## config.mk

```make
export PLATFORM = sky130hd
export DESIGN_NAME = pid_rx_sequencer
export DESIGN_NICKNAME = d
export VERILOG_FILES = /design/src/rtl/pid_rx_sequencer.sv
export SDC_FILE = /design/constraint.sdc
export NUM_CORES = 1
export LEC_CHECK = 0
export BUFFER_PORTS_ARGS = -buffer_cell sky130_fd_sc_hd__buf_2
export CAP_MARGIN = 40
export CORE_ASPECT_RATIO = 0.7
export CORE_MARGIN = 2
export CORE_UTILIZATION = 50
export DETAILED_ROUTE_END_ITERATION = 7
export MAX_ROUTING_LAYER = met4
export PLACE_DENSITY = 0.69
export SLEW_MARGIN = 20
export SYNTH_ARGS = -nofsm -noshare
export SYNTH_HDL_FRONTEND = slang
export SYNTH_SLANG_ARGS = --single-unit
```

## constraint.sdc

```tcl
create_clock -name clk -period 3.4 [get_ports clk]
set_clock_uncertainty 0.1 [all_clocks]
set_input_delay 0.51 -clock clk [delete_from_list [all_inputs] [get_ports clk]]
set_output_delay 0.51 -clock clk [all_outputs]
set_load 0.01 [all_outputs]
```

## src/rtl/pid_rx_sequencer.sv

```systemverilog
// pid_rx_sequencer: per-packet controller for the USB receive PID checker.
// Pulses start_decode after sync, captures the PID byte, waits for the checker
// under a timeout, classifies the packet, counts payload bit-cycles up to EOP and
// closes each packet with a one-cycle end_PID / result_valid pulse.
// Optional feature: define PID_SEQ_STATS_EN to add per-class result counters
// (stats_clr, ack_cnt, nak_cnt, data_cnt, err_cnt).
//
// state     | meaning
// ----------+-------------------------------------------------------------
// S_IDLE    | waiting for sync_done
// S_DECODE  | shifting PID bits in, waiting for PID_checked / eop / timeout
// S_PAYLOAD | counting payload bit-cycles until eop or length violation
// S_RELEASE | one cycle: end_PID + result_valid, result outputs updated
module pid_rx_sequencer #(
    parameter int TIMEOUT_CYC  = 16,
    parameter int MAX_PAY_BITS = 8192,
    parameter int CW           = 14
) (
    input  logic          clk,
    input  logic          rst_n,
    input  logic          sync_done,
    input  logic          s_in,
    input  logic          eop,
    input  logic          PID_checked,
    input  logic          PID_valid,
`ifdef PID_SEQ_STATS_EN
    input  logic          stats_clr,
    output logic [15:0]   ack_cnt,
    output logic [15:0]   nak_cnt,
    output logic [15:0]   data_cnt,
    output logic [15:0]   err_cnt,
`endif
    output logic          start_decode,
    output logic          end_PID,
    output logic          busy,
    output logic          result_valid,
    output logic [2:0]    result_code,
    output logic [CW-1:0] payload_bits
);

    // Timer must hold both TIMEOUT_CYC and the 8-bit capture window bound.
    localparam int TW = ($clog2(TIMEOUT_CYC + 1) > 4) ? $clog2(TIMEOUT_CYC + 1) : 4;

    localparam logic [2:0] C_ACK     = 3'd0;
    localparam logic [2:0] C_NAK     = 3'd1;
    localparam logic [2:0] C_DATA0   = 3'd2;
    localparam logic [2:0] C_DATA1   = 3'd3;
    localparam logic [2:0] C_ERR_PID = 3'd4;
    localparam logic [2:0] C_ERR_TO  = 3'd5;
    localparam logic [2:0] C_ERR_LEN = 3'd6;

    typedef enum logic [1:0] {
        S_IDLE,
        S_DECODE,
        S_PAYLOAD,
        S_RELEASE
    } state_t;

    state_t          state;
    logic [TW-1:0]   timer;
    logic [7:0]      pid_sr;
    logic [2:0]      cls;
    logic [CW-1:0]   pay_cnt;

    logic            n_known;
    logic [2:0]      n_code;
    logic [CW-1:0]   cnt_inc;
    logic            len_over;
    logic            fin;
    logic [2:0]      fin_code;
    logic [CW-1:0]   fin_bits;
    logic            go_pay;

    // Map the low PID nibble to a packet class.
    always_comb begin
        n_known = 1'b1;
        n_code  = C_ACK;
        case (pid_sr[3:0])
            4'b0010: n_code = C_ACK;
            4'b1010: n_code = C_NAK;
            4'b0011: n_code = C_DATA0;
            4'b1011: n_code = C_DATA1;
            default: n_known = 1'b0;
        endcase
    end

    // Saturating payload increment and the length-limit test on the incremented value,
    // so a violation closes the packet on the very bit-cycle that exceeds the limit.
    always_comb begin
        cnt_inc  = (pay_cnt == {CW{1'b1}}) ? pay_cnt : pay_cnt + 1'b1;
        len_over = cls[1] ? (cnt_inc > CW'(MAX_PAY_BITS)) : (cnt_inc != '0);
    end

    // Decide whether this cycle terminates the packet and with which result.
    // In DECODE eop outranks PID_checked, which outranks the timeout.
    always_comb begin
        fin      = 1'b0;
        fin_code = C_ACK;
        fin_bits = '0;
        go_pay   = 1'b0;
        case (state)
            S_DECODE: begin
                if (eop) begin
                    fin      = 1'b1;
                    fin_code = C_ERR_PID;
                end else if (PID_checked) begin
                    if (PID_valid && n_known) begin
                        go_pay = 1'b1;
                    end else begin
                        fin      = 1'b1;
                        fin_code = C_ERR_PID;
                    end
                end else if (timer == TW'(TIMEOUT_CYC)) begin
                    fin      = 1'b1;
                    fin_code = C_ERR_TO;
                end
            end
            S_PAYLOAD: begin
                if (eop) begin
                    fin      = 1'b1;
                    fin_bits = pay_cnt;
                    fin_code = (cls[1] || pay_cnt == '0) ? cls : C_ERR_LEN;
                end else if (len_over) begin
                    fin      = 1'b1;
                    fin_bits = cnt_inc;
                    fin_code = C_ERR_LEN;
                end
            end
            default: ;
        endcase
    end

    // Sequencer FSM with registered outputs.
    always_ff @(posedge clk or negedge rst_n) begin
        if (!rst_n) begin
            state        <= S_IDLE;
            timer        <= '0;
            pid_sr       <= '0;
            cls          <= C_ACK;
            pay_cnt      <= '0;
            start_decode <= 1'b0;
            end_PID      <= 1'b0;
            busy         <= 1'b0;
            result_valid <= 1'b0;
            result_code  <= '0;
            payload_bits <= '0;
        end else begin
            start_decode <= 1'b0;
            end_PID      <= 1'b0;
            result_valid <= 1'b0;
            case (state)
                S_IDLE: begin
                    if (sync_done) begin
                        state        <= S_DECODE;
                        start_decode <= 1'b1;
                        busy         <= 1'b1;
                        timer        <= '0;
                        pid_sr       <= '0;
                    end
                end
                S_DECODE: begin
                    if (timer < TW'(8)) begin
                        pid_sr <= {s_in, pid_sr[7:1]};
                    end
                    timer <= timer + 1'b1;
                    if (go_pay) begin
                        state   <= S_PAYLOAD;
                        cls     <= n_code;
                        pay_cnt <= '0;
                    end
                end
                S_PAYLOAD: begin
                    pay_cnt <= cnt_inc;
                end
                S_RELEASE: begin
                    state <= S_IDLE;
                    busy  <= 1'b0;
                end
                default: begin
                    state <= S_IDLE;
                    busy  <= 1'b0;
                end
            endcase
            if (fin) begin
                state        <= S_RELEASE;
                end_PID      <= 1'b1;
                result_valid <= 1'b1;
                result_code  <= fin_code;
                payload_bits <= fin_bits;
            end
        end
    end

`ifdef PID_SEQ_STATS_EN
    // Per-class saturating result counters; clear beats a same-cycle increment.
    always_ff @(posedge clk or negedge rst_n) begin
        if (!rst_n) begin
            ack_cnt  <= '0;
            nak_cnt  <= '0;
            data_cnt <= '0;
            err_cnt  <= '0;
        end else if (stats_clr) begin
            ack_cnt  <= '0;
            nak_cnt  <= '0;
            data_cnt <= '0;
            err_cnt  <= '0;
        end else if (result_valid) begin
            case (result_code)
                C_ACK:            if (ack_cnt  != 16'hFFFF) ack_cnt  <= ack_cnt  + 16'd1;
                C_NAK:            if (nak_cnt  != 16'hFFFF) nak_cnt  <= nak_cnt  + 16'd1;
                C_DATA0, C_DATA1: if (data_cnt != 16'hFFFF) data_cnt <= data_cnt + 16'd1;
                default:          if (err_cnt  != 16'hFFFF) err_cnt  <= err_cnt  + 16'd1;
            endcase
        end
    end
`endif

endmodule
```

==> reports/metrics.csv, run 1 <==
metric,value,unit
status,"complete, no violations",
drt_pass1_iterations,5,
fin_setup_tns,0,ps
finalMaxSlewViolations,0,
max_cap_viol_count,0,
numPortBuffers,27,
layout-drive-gt1-share,0.228,
cts_tree,built,
synth-edff-count,0,
hold_path.class,input pin to async pin,
grt_pass1_vias,2766,
rows,24,
wl_met1,4830,um
gp_congestion,0.996,
post-route-period-util,0.960,
crit_family,simple AND/OR/NAND/NOR gates,
path_buf_inv,2,
wl_met3,704,um
wl,9340,um
clockRootBuffer,clkbuf_8,
multi_input_area,0.00179,mm2
startpoint_type,flop,
core-area,0.00625,mm2
cp_data_required_time,3510,ps
grt_remaining_overflow,0,
top_layer,met4,
postRouteAntennaNets,0,
path_class,flop to flop,
final_area,0.00368,mm2
cts_made_buffers,5,
mostFrequentLayoutCell,nand2_1,
die-height,71.5,um
netlist_area,0.00325,mm2
cts_sinks,51,
grt_usage,0.278,
h-tree-depth,2,
power.leakage,0.00169,uW
synth.avg_cell_area,8.93,um2
insertion_delay,310,ps
place_area,0.00358,mm2
drtIter0Drc,218,
async_flop_share,1.00,
synth_nets,379,
postSynthCellCount,364,
drc_errors,0,
grt_start_max_net_pins,32,
power_density,680,mW/mm2
finish.net_count,418,
worst_slew_pin_slew,692,ps
start_util,0.520,
wl_per_cell,19.4,um
grt_pass1_wl,15000,um
critPathSlowestCell,a2111o_4,
clkTransAtPathRegs,100,ps
ys.warnings.count,0,
regArea,0.00128,mm2
crit_chain,ha_1 > and4_4 > buf_4 > nand4_1 > mux2_2 > or3_1 > a2111o_4 > nand3_4 > inv_4 > mux2_4,
hold_viol,0,
grt_setup_unrepaired,false,
fmax,306,MHz
slew_headroom,0.538,
worstReg2RegEnd,payload_bits[10],
worst_ep_arrival_time,3370,ps
vias_per_cell,6.34,
min_period,3260,ps
ios,28,
reg2reg_slack,140,ps
ys_ff_latch,51,
yosys_most_used_dff,dfrtp_1,
ys_types,66,
fillers,572,
final_cell_mix,"nand2_1, dfrtp_1, buf_4, o21ai_0, buf_2",
antenna_found_initial,0,
clockBufferDepth,2,
end_kind,flop,
hpwl,7160,um
final-setup-viol-count,0,
r2r_cells,10,
cts_hold_buf,0,
dp_slack,148,ps
max_stage_delay,510,ps
ys_seq_area_frac,0.393,
path_max_fanout,15,
die_w,100,um
vias,3057,
die_area,0.00717,mm2
route.met2.wl,3740,um
irDropWorstVdd,325,uV
rr_startpoint,pay_cnt[0],
area_growth,13.4,%
antenna_cells,0,
fin_ws,136,ps
[worst max path at each step]
| stage | from | to | slack, ps | cells after the start |
|---|---|---|---|---|
| after floorplan | pay_cnt[0] | payload_bits[10] | 250 | 11 |
| after global placement | pay_cnt[0] | payload_bits[10] | 200 | 9 |
| after detailed placement | pay_cnt[0] | payload_bits[10] | 150 | 9 |
| after CTS | pay_cnt[0] | payload_bits[10] | 120 | 9 |
| after global routing | pay_cnt[0] | payload_bits[6] | 1 | 8 |
| final | pay_cnt[0] | payload_bits[10] | 140 | 10 |
[where the power goes]
part | internal, uW | switching (uW) | leakage [uW]
Clock | 153 | 225 | 0.0000502
Combinational | 458 | 800 | 0.000956
Sequential | 740 | 129 | 0.000683
[cell usage after synthesis (all sizes together), types with 4 or more instances]
| library cell | count | area [um2] |
|---|---|---|
| o41ai | 9 | 78.8 |
| nand3 | 12 | 72.6 |
| o21ai | 27 | 135 |
| ha | 8 | 100 |
| o31ai | 9 | 67.6 |
| mux2 | 13 | 154 |
| a31oi | 19 | 119 |
| a21oi | 9 | 45.0 |
| and2 | 4 | 26.3 |
| clkbuf | 11 | 42.5 |
| inv | 14 | 55.1 |
| a22o | 4 | 35.0 |
| buf | 15 | 96.3 |
| a21o | 6 | 45.0 |
| nor4 | 8 | 56.3 |
| nor3 | 6 | 30.0 |
| or4 | 4 | 33.8 |
| dfrtp | 51 | 1280 |
| nor2 | 16 | 60.1 |
| nand4 | 12 | 81.3 |
| nand2 | 58 | 225 |
[through the flow]
step	hold WS, ps	utilization	instances	power, uW
5_1_grt	191	0.590	482	2670
3_5_place_dp	378	0.573	474	2110
3_3_place_gp	367	0.573	474	2090
2_1_floorplan	114	-	364	1710
4_1_cts	157	0.588	482	2490
6_report	130	0.590	482	2500
[final cells by class]
| cell class | instances | area share |
|---|---|---|
| Sequential cell | 51 | 0.346 |
| Tap cell | 78 | 0.0265 |
| Clock inverter | 3 | 0.00781 |
| Inverter | 14 | 0.0149 |
| Multi-Input combinational cell | 273 | 0.486 |
| Clock buffer | 5 | 0.0187 |
| Timing Repair Buffer | 58 | 0.0998 |
[sequential cells by signal, summed over array words and instances, names as in the netlist, 2 cells and up]
signal and flops:
cls 2, pay_cnt 14, payload_bits 14, pid_sr 8, result_code 3, state 2, timer 5
[kinds of logic after synthesis]
family | synth area share
simple gates | 0.217
compound gates | 0.241
flops | 0.393
buf+inv | 0.0597
mux | 0.0566
fa+ha+maj | 0.0308
xor+xnor | 0.00269
[routing by layer]
layer	vias up	GRT usage
li1	1442	-
met3	11	0.0595
met2	105	0.368
met1	1499	0.439
met4	0	0.0411
met5	-	-
[what timing repair did]
| action | CTS | global route |
|---|---|---|
| setup buffers | 0 | 0 |
| setup endpoints to repair | 0 | 8 |
| gates resized for setup | 0 | 2 |
Power figures use the tool's default switching activity.
==> inputs of run 2 (changes only) <==
==> constraint.sdc (replaced) <==
create_clock -name clk -period 3.4 [get_ports clk]
set_clock_uncertainty 0.1 [all_clocks]
set_input_delay 0.68 -clock clk [delete_from_list [all_inputs] [get_ports clk]]
set_output_delay 0.68 -clock clk [all_outputs]
set_load 0.01 [all_outputs]
==> reports/metrics.csv, run 2 (synthesis results as in run 1) <==
metric,value,unit
antenna_cells,0,
cp_data_required_time,3510,ps
grt_remaining_overflow,0,
area_growth,13.3,%
start_util,0.520,
post-route-period-util,0.961,
rows,24,
clockRootBuffer,clkbuf_8,
grt_pass1_wl,15400,um
fillers,575,
cts_hold_buf,0,
worst_slew_pin_slew,646,ps
antenna_found_initial,0,
cts_tree,built,
slew_headroom,0.568,
vias_per_cell,6.41,
ios,28,
grt_pass1_vias,2775,
grt_start_max_net_pins,30,
power_density,681,mW/mm2
grt_setup_unrepaired,true,
fin_ws,133,ps
place_area,0.00358,mm2
path_buf_inv,2,
insertion_delay,320,ps
startpoint_type,flop,
finalMaxSlewViolations,0,
finish.net_count,418,
regArea,0.00128,mm2
drt_pass1_iterations,6,
core-area,0.00625,mm2
final_cell_mix,"nand2_1, dfrtp_1, buf_4, o21ai_0, buf_2",
hpwl,7200,um
irDropWorstVdd,346,uV
power.leakage,0.00169,uW
hold_viol,0,
end_kind,flop,
layout-drive-gt1-share,0.228,
vias,3089,
dp_cells,474,
reg_top3,"pay_cnt: 14 flops, payload_bits: 14 flops, pid_sr: 8 flops",
wl_per_cell,19.5,um
crit_chain,ha_1 > and4_4 > buf_4 > nand4_1 > mux2_2 > or3_1 > a2111o_4 > nand3_4 > inv_4 > mux2_4,
numPortBuffers,27,
die_w,100,um
path_class,flop to flop,
h-tree-depth,2,
gp_congestion,0.984,
instances_no_fill,482,
die-height,71.5,um
max_stage_delay,510,ps
dp_slack,115,ps
crit_family,simple AND/OR/NAND/NOR gates,
fmax,306,MHz
cts_sinks,51,
path_max_fanout,15,
max_cap_viol_count,0,
die_area,0.00717,mm2
fin_setup_tns,0,ps
final_area,0.00368,mm2
worst_ep_arrival_time,3370,ps
grt_usage,0.286,
postRouteAntennaNets,0,
hold_path.class,input pin to async pin,
mostFrequentLayoutCell,nand2_1,
status,"complete, no violations",
clockBufferDepth,2,
drc_errors,0,
min_period,3270,ps
critPathSlowestCell,a2111o_4,
wl,9420,um
clkTransAtPathRegs,110,ps
multi_input_area,0.00179,mm2
drtIter0Drc,276,
cts_made_buffers,5,
final-setup-viol-count,0,
## run 2: cell types whose count changed in the layout (fill, tap and decap cells not counted), sizes merged
cell	previous run	this run
clkinvlp	0	1
clkinv	2	0
inv	15	16
## run 2: final timing paths
path	startpoint	endpoint	slack [ps]	cells past startpoint
max in group asynchronous	rst_n	timer[1]	2210	2
worst max register to register	pay_cnt[0]	payload_bits[9]	130	10
worst max-delay path	pay_cnt[0]	payload_bits[9]	130	10
min in group clk	pid_sr[6]	pid_sr[6]	400	2
worst min register to register	pid_sr[6]	pid_sr[6]	400	2
worst min-delay path	rst_n	pay_cnt[6]	210	1
## run 2: final cells by class
type	count	share of cell area
Clock buffer	5	0.0187
Clock inverter	3	0.00747
Inverter	14	0.0149
Multi-Input combinational cell	273	0.486
Sequential cell	51	0.346
Tap cell	78	0.0265
Timing Repair Buffer	58	0.0999
## run 2: worst register-to-register path, delay by kind of cell (launching register included)
family                     cells  cell delay [ps]
AOI/OAI and AO/OA              1              510
adders and majority gates      1              270
buffers and inverters          2              250
DFF                            1              470
muxes                          2              690
and+or+nand+nor                4              870
## run 2: repair_timing
action	CTS	global route
setup buffers	0	0
resized for setup	0	2
endpoints found under the setup margin	0	16
## run 2: where the power goes
group          leakage (uW)  switching [uW]  internal (uW)
clock network     0.0000467             229            153
registers          0.000683             125            740
logic              0.000956             803            459
total               0.00169            1160           1350
## run 2: metal layers
layer,wire (um),vias up,GRT usage
li1,-,1445,-
met1,4860,1463,0.464
met2,3640,167,0.362
met3,824,14,0.0683
met4,88,0,0.0396
met5,0,-,-
## run 2: stage by stage
| stage | power (uW) | util | hold slack (ps) |
|---|---|---|---|
| final | 2510 | 0.590 | 208 |
| after detailed placement | 2100 | 0.573 | 377 |
| after global placement | 2090 | 0.573 | 366 |
| after CTS | 2480 | 0.588 | 224 |
| after floorplan | 1710 | - | 284 |
| after global routing | 2690 | 0.590 | 260 |
